[src/rtl/conv_frame_scheduler.sv]
// conv_frame_scheduler: frame sequencer that wraps each frame in one zero line above and one below, throttled by prog_full.
// Optional macro CONV_SCHED_LINE_IRQ_EN adds the o_line_done per-line pulse output.
module conv_frame_scheduler #(
  parameter int IMG_WIDTH  = 512,
  parameter int IMG_HEIGHT = 512,
  parameter int PIX_W      = 8,
  parameter int FCNT_W     = 16
) (
  input  logic              axi_clk,
  input  logic              axi_reset_n,
  input  logic              i_start,
  input  logic              s_valid,
  input  logic [PIX_W-1:0]  s_data,
  output logic              s_ready,
  input  logic              i_prog_full,
  output logic              m_valid,
  output logic [PIX_W-1:0]  m_data,
  output logic              o_busy,
  output logic              o_frame_done,
  output logic [FCNT_W-1:0] o_frame_cnt
`ifdef CONV_SCHED_LINE_IRQ_EN
  ,
  output logic              o_line_done
`endif
);
  localparam int CW = IMG_WIDTH > 1 ? $clog2(IMG_WIDTH) : 1;
  localparam int RW = IMG_HEIGHT > 1 ? $clog2(IMG_HEIGHT) : 1;
  typedef enum logic [2:0] {IDLE, PAD_TOP, STREAM, PAD_BOT, DONE} state_t;
  state_t state, state_nx;
  logic [CW-1:0] col;
  logic [RW-1:0] row;
  logic pad, issue, last_col, last_row;
  assign s_ready      = state == STREAM && !i_prog_full;
  assign o_busy       = state != IDLE;
  assign o_frame_done = state == DONE;
  always_comb begin
    pad      = state == PAD_TOP || state == PAD_BOT;
    issue    = !i_prog_full && (pad || (state == STREAM && s_valid));
    last_col = col == CW'(IMG_WIDTH - 1);
    last_row = row == RW'(IMG_HEIGHT - 1);
    state_nx = state;
    case (state)
      IDLE:    state_nx = i_start ? PAD_TOP : IDLE;
      PAD_TOP: state_nx = issue && last_col ? STREAM : PAD_TOP;
      STREAM:  state_nx = issue && last_col && last_row ? PAD_BOT : STREAM;
      PAD_BOT: state_nx = issue && last_col ? DONE : PAD_BOT;
      DONE:    state_nx = IDLE;
      default: state_nx = IDLE;
    endcase
  end
  always_ff @(posedge axi_clk or negedge axi_reset_n)
    if (!axi_reset_n) state <= IDLE;
    else state <= state_nx;
  // Counters wrap to zero on each state exit, so every pad/stream state is entered with them cleared.
  always_ff @(posedge axi_clk or negedge axi_reset_n)
    if (!axi_reset_n) begin
      col         <= '0;
      row         <= '0;
      m_valid     <= 1'b0;
      m_data      <= '0;
      o_frame_cnt <= '0;
    end else begin
      col         <= state == IDLE ? '0 : issue ? (last_col ? '0 : col + CW'(1)) : col;
      row         <= state == IDLE ? '0 : (issue && last_col && state == STREAM) ? (last_row ? '0 : row + RW'(1)) : row;
      m_valid     <= issue;
      m_data      <= issue ? (state == STREAM ? s_data : '0) : m_data;
      o_frame_cnt <= state == DONE ? o_frame_cnt + FCNT_W'(1) : o_frame_cnt;
    end
`ifdef CONV_SCHED_LINE_IRQ_EN
  always_ff @(posedge axi_clk or negedge axi_reset_n)
    if (!axi_reset_n) o_line_done <= 1'b0;
    else o_line_done <= issue && last_col;
`endif
endmodule

[config.mk]
export PLATFORM = sky130hd
export DESIGN_NAME = conv_frame_scheduler
export DESIGN_NICKNAME = d
export VERILOG_FILES = /design/src/rtl/conv_frame_scheduler.sv
export SDC_FILE = /design/constraint.sdc
export NUM_CORES = 1
export LEC_CHECK = 0
export CAP_MARGIN = 20
export CELL_PAD_IN_SITES_DETAIL_PLACEMENT = 1
export CELL_PAD_IN_SITES_GLOBAL_PLACEMENT = 1
export CORE_MARGIN = 2
export CORE_UTILIZATION = 43
export DETAILED_ROUTE_END_ITERATION = 10
export PLACE_DENSITY_LB_ADDON = 0.1
export SYNTH_ARGS = -nofsm -noshare
export SYNTH_HDL_FRONTEND = slang
export SYNTH_SLANG_ARGS = --single-unit
[constraint.sdc]
create_clock -name axi_clk -period 7.3 [get_ports axi_clk]
set_clock_uncertainty 0.05 [all_clocks]
set_input_delay 1.095 -clock axi_clk [delete_from_list [all_inputs] [get_ports axi_clk]]
set_output_delay 1.095 -clock axi_clk [all_outputs]
set_load 0.005 [all_outputs]
After elaboration in Yosys (flattened, before gate mapping)
Index checks and enable logic that the tools add are counted.
- register bits: 46
- bits of input ports: 13
- output and inout bits: 28
- logic and storage cells: 40
- add/subtract/negate cells: 3
- equality and inequality tests: 6
- muxes and demuxes: 12
- reductions and logical operators: 13
- operator list (operator ; number):
    $mux 9 ; 6
    $add 9x1->9 const B ; 2
    $eq 9x9->1 const B ; 2
    $add 16x1->16 const B ; 1
    $pmux 3 s4 ; 1
    $mux 8 ; 1
    $eq 3x2->1 const B ; 2
    $logic_and 1x1->1 ; 6
    $reduce_bool 2->1 ; 2
    $eq 3x1->1 const B ; 1
    $eq 3x3->1 const B ; 1
    $logic_not 3->1 ; 1
    $mux 3 ; 1
    $reduce_bool 3->1 ; 1
    $logic_or 1x1->1 ; 2
    $mux 1 ; 2
    $mux 2 ; 1
    $logic_not 1->1 ; 1

Logic depth before layout (Yosys ltp)
- word-level depth: 8
- mapped depth: 10
- gate-level depth less buffers: 9

Least setup slack after synthesis
No wires, ideal clock.
- path type: flip-flop to flip-flop
- start point: reg col[0]
- end point: reg col[7]
- library setup time: 78 ps
- arrival time: 2343 ps
- setup slack: 4829 ps
- cell stages (with the launch flop): 9
- period minus slack after synthesis: 2471 ps
- cell sequence: dfrtp_1 ha_1 and3_1 and3_1 and3_1 ha_1 or4_4 or4_1 a21oi_1
- longest elaborated chain between the ends: 4
- elaborated cells between the ends (all ways): 5
- classes of those cells: add/sub: 1; eq/ne: 1; mux: 3
- ends and longest elaborated chain (what ; line ; RTL):
    from (decl) ; 30 ; logic [CW-1:0] col;
    from (signal assigned) ; 63 ; col <= state == IDLE ? '0 : issue ? (last_col ? '0 : col + CW'(1)) : col;
    $add 9x1->9 or $eq 9x9->1 (tied branches) ; 63, 39 ;
    $mux 9 (*) (3 in a row) ; 63 ;
Every way passes the cells marked *; elsewhere a longest branch is shown, timed or not. The select of a mux whose other input is x is not followed.
A chain may end at the register's enable or synchronous reset.

Final worst setup path
- start point: in i_prog_full
- end point: out s_ready
- longest elaborated chain between the ends: 2
- ends and longest elaborated chain (what ; line ; RTL):
    from (decl) ; 15 ; input logic i_prog_full,
    $logic_not 1->1 ; 33 ; assign s_ready = state == STREAM && !i_prog_full;
    $logic_and 1x1->1 ; 33 ;
    to (decl) ; 14 ; output logic s_ready,
Every way passes these cells.

==> results.toml <==
[run_status]
run_status = "complete, no violations"

[synth]
synth-edff-count = 0
synth-seq-cells = 46
yosysSeqAreaShare = 0.510
ys.warnings.count = 0
syn_inst = 228
synth_area_per_cell_um2 = 9.89
synth_area_um2 = 2260
synthDistinctLibCells = 43
async_flop_share = 1.00
synthFlopType = "dfrtp_1"
syn_nets = 246

[global_routing]
track_usage = 0.190
grt-busiest-layer = "met2"
grt_start_max_net_pins = 47
grtUsageMet2 = 0.326
grt_pass1_vias = 1955
antenna_found_initial = 0
grt_overflow_total = 0
grtUsageMet3 = 0.0474
use_met1 = 0.238
grt_pass1_wl_um = 9080

[sta]
finalCritPeriodShare = 0.479
finalSetupViolCount = 0
hold_viol_final = 0
worst_pin_slew_ps = 724
fmax_mhz = 286
finalSetupTns_ps = 0
maxSlewHeadroom = 0.513
slew_viol_final = 0
rsz0062_at_grt = "false"
finalCriticalPeriod_ps = 3500

[finish]
nNetsFinal = 286
area_delta_synth_final_pct = 25.4
diodes = 0
final_cell_area_um2 = 2830
drive_gt1_frac = 0.0669

[pwr]
peakVddDrop_v = 0.000140
switching_power_uw = 129
cell_internal_pwr_uw = 404
power.density_nw_per_um2 = 188
p_leak_uw = 0.00129
p_seq_frac = 0.532
swShare = 0.242
comb_power_share = 0.105
p_clk_frac = 0.363

[detailed_routing]
drt_pre_antenna_iters = 4
detail-route-antenna-nets = 0
via_per_inst = 5.31
drt-total-wl_um = 5030
wl_per_cell_um = 14.8
drc_errors = 0
drt-initial-drc-count = 61
vias = 1801

[worst_hold_path]
hold_path_class = "reg -> reg"

[clock_tree]
cts_hold_buf = 0
cts_setup_buffers = 0
clkSlewWorstSetupHoldPaths_ps = 80
clkSinkCount = 46
cts_resized = 0
cts_tree = "built"
numCtsBuffers = 5
clk_path_buf_depth = 2
cts-root-buf = "clkbuf_8"
htreeDepth = 2
clk_latency_ps = 300

[die]
initial_core_util = 0.445
die_h_um = 76.4
dieArea_um2 = 5840
io_pins = 41
die_x_um = 76.4
num_rows = 26
coreArea_um2 = 5070

[worst_setup_path]
end_kind = "primary output"
cp_max_fo = 6
critPathLaunch = "i_prog_full"
cp-start-kind = "input pin"
arrival_ps = 2350
required_ps = 6150
endpoint = "s_ready"
rrSetupSlack_ps = 4430
reg2reg_depth = 8
critPathKind = "in -> out"
rr_startpoint = "col[0]"
timing.rr.end = "col[7]"

[placement]
gp_congestion = 0.774
port_buffers = 40
dpl-instance-area_um2 = 2690
hpwlAfterDp_um = 3690

[job]
max-cap-violations = 0
-- metrics by stage --
stage          hold WS, ps  total power (uW)  instances  setup slack [ps]  utilization
3_5_place_dp           408               343        330              3820        0.530
6_report               422               533        339              3800        0.557
2_1_floorplan          413               310        228              4830            -
4_1_cts                427               538        338              3800        0.552
5_1_grt                448               558        339              3680        0.557
3_3_place_gp           401               341        330              3830        0.530
-- worst min-delay path by stage --
stage / cells after the start / end / slack [ps] / start
finish: 2 / m_data[1] / 420 / m_data[1]
global route: 2 / m_data[1] / 450 / m_data[1]
CTS: 2 / m_data[3] / 430 / m_data[3]
detailed placement: 2 / m_data[3] / 410 / m_data[3]
global placement: 2 / m_data[3] / 400 / m_data[3]
floorplan: 2 / m_data[0] / 410 / m_data[0]
-- layer usage --
layer  part of all wire  vias up
met4              0.012        0
met5                  0        -
met3              0.047        6
met1               0.48      884
met2               0.47       32
li1                   -      879
-- kinds of logic after synthesis --
family / Yosys count / share of synthesized area
mux: 1 / 0.00499
flops: 46 / 0.510
simple gates: 108 / 0.262
xor+xnor: 16 / 0.0621
fa+ha+maj: 5 / 0.0277
compound gates: 38 / 0.0987
buf+inv: 14 / 0.0338
-- synthesized netlist by cell type (5+ instances only) --
cell | instances | area, um^2
a21oi_1 | 15 | 75.1
o21ai_0 | 11 | 55.1
dfrtp_1 | 46 | 1150
xor2_1 | 6 | 52.6
nand2_1 | 36 | 135
clkbuf_1 | 5 | 18.8
and3_1 | 7 | 43.8
nand3_1 | 17 | 85.1
ha_1 | 5 | 62.6
xnor2_1 | 10 | 87.6
nor2_1 | 11 | 41.3
-- critical path: stages --
cell	delay, ps
clkdlybuf4s50_1	490
nor4_1	210
clkdlybuf4s50_1	560
-- power groups by stage --
stage | clock [uW] | combinational (uW) | sequential [uW]
global route | 209 | 63.3 | 286
CTS | 199 | 55.6 | 283
finish | 193 | 56.1 | 284
detailed placement | 0 | 55.7 | 288
global placement | 0 | 53.2 | 287
floorplan | 0 | 24.7 | 286
-- cells in the final DEF (no fill, tap or decap), types with 3 or more instances in the layout --
cell / Yosys / layout
xor2_1: 6 / 6
and2_1: 4 / 4
ha_1: 5 / 5
xnor2_1: 10 / 10
and3_1: 7 / 7
o21ai_0: 11 / 11
or3b_1: 4 / 4
nor3_1: 4 / 4
a21oi_1: 15 / 15
dfrtp_1: 46 / 46
clkbuf_8: 0 / 5
nor2_1: 11 / 11
inv_1: 4 / 4
o31ai_1: 3 / 3
nand2_1: 36 / 36
nand3b_1: 3 / 3
clkdlybuf4s50_1: 0 / 39
nand4_1: 3 / 3
or3_1: 4 / 4
nand3_1: 17 / 17
-- final cells by class --
type | count | area (um^2)
Fill cell | 581 | 2250
Sequential cell | 46 | 1150
Multi-Input combinational cell | 168 | 1030
Timing Repair Buffer | 42 | 430
Tap cell | 70 | 87.6
Clock buffer | 5 | 68.8
Clock inverter | 3 | 43.8
Inverter | 5 | 18.8
-- flip-flops by register name, summed over array words and instances (netlist names) --
signal       count
m_valid          1
state            3
m_data           8
row              9
col              9
o_frame_cnt     16
Power figures use the tool's default switching activity.
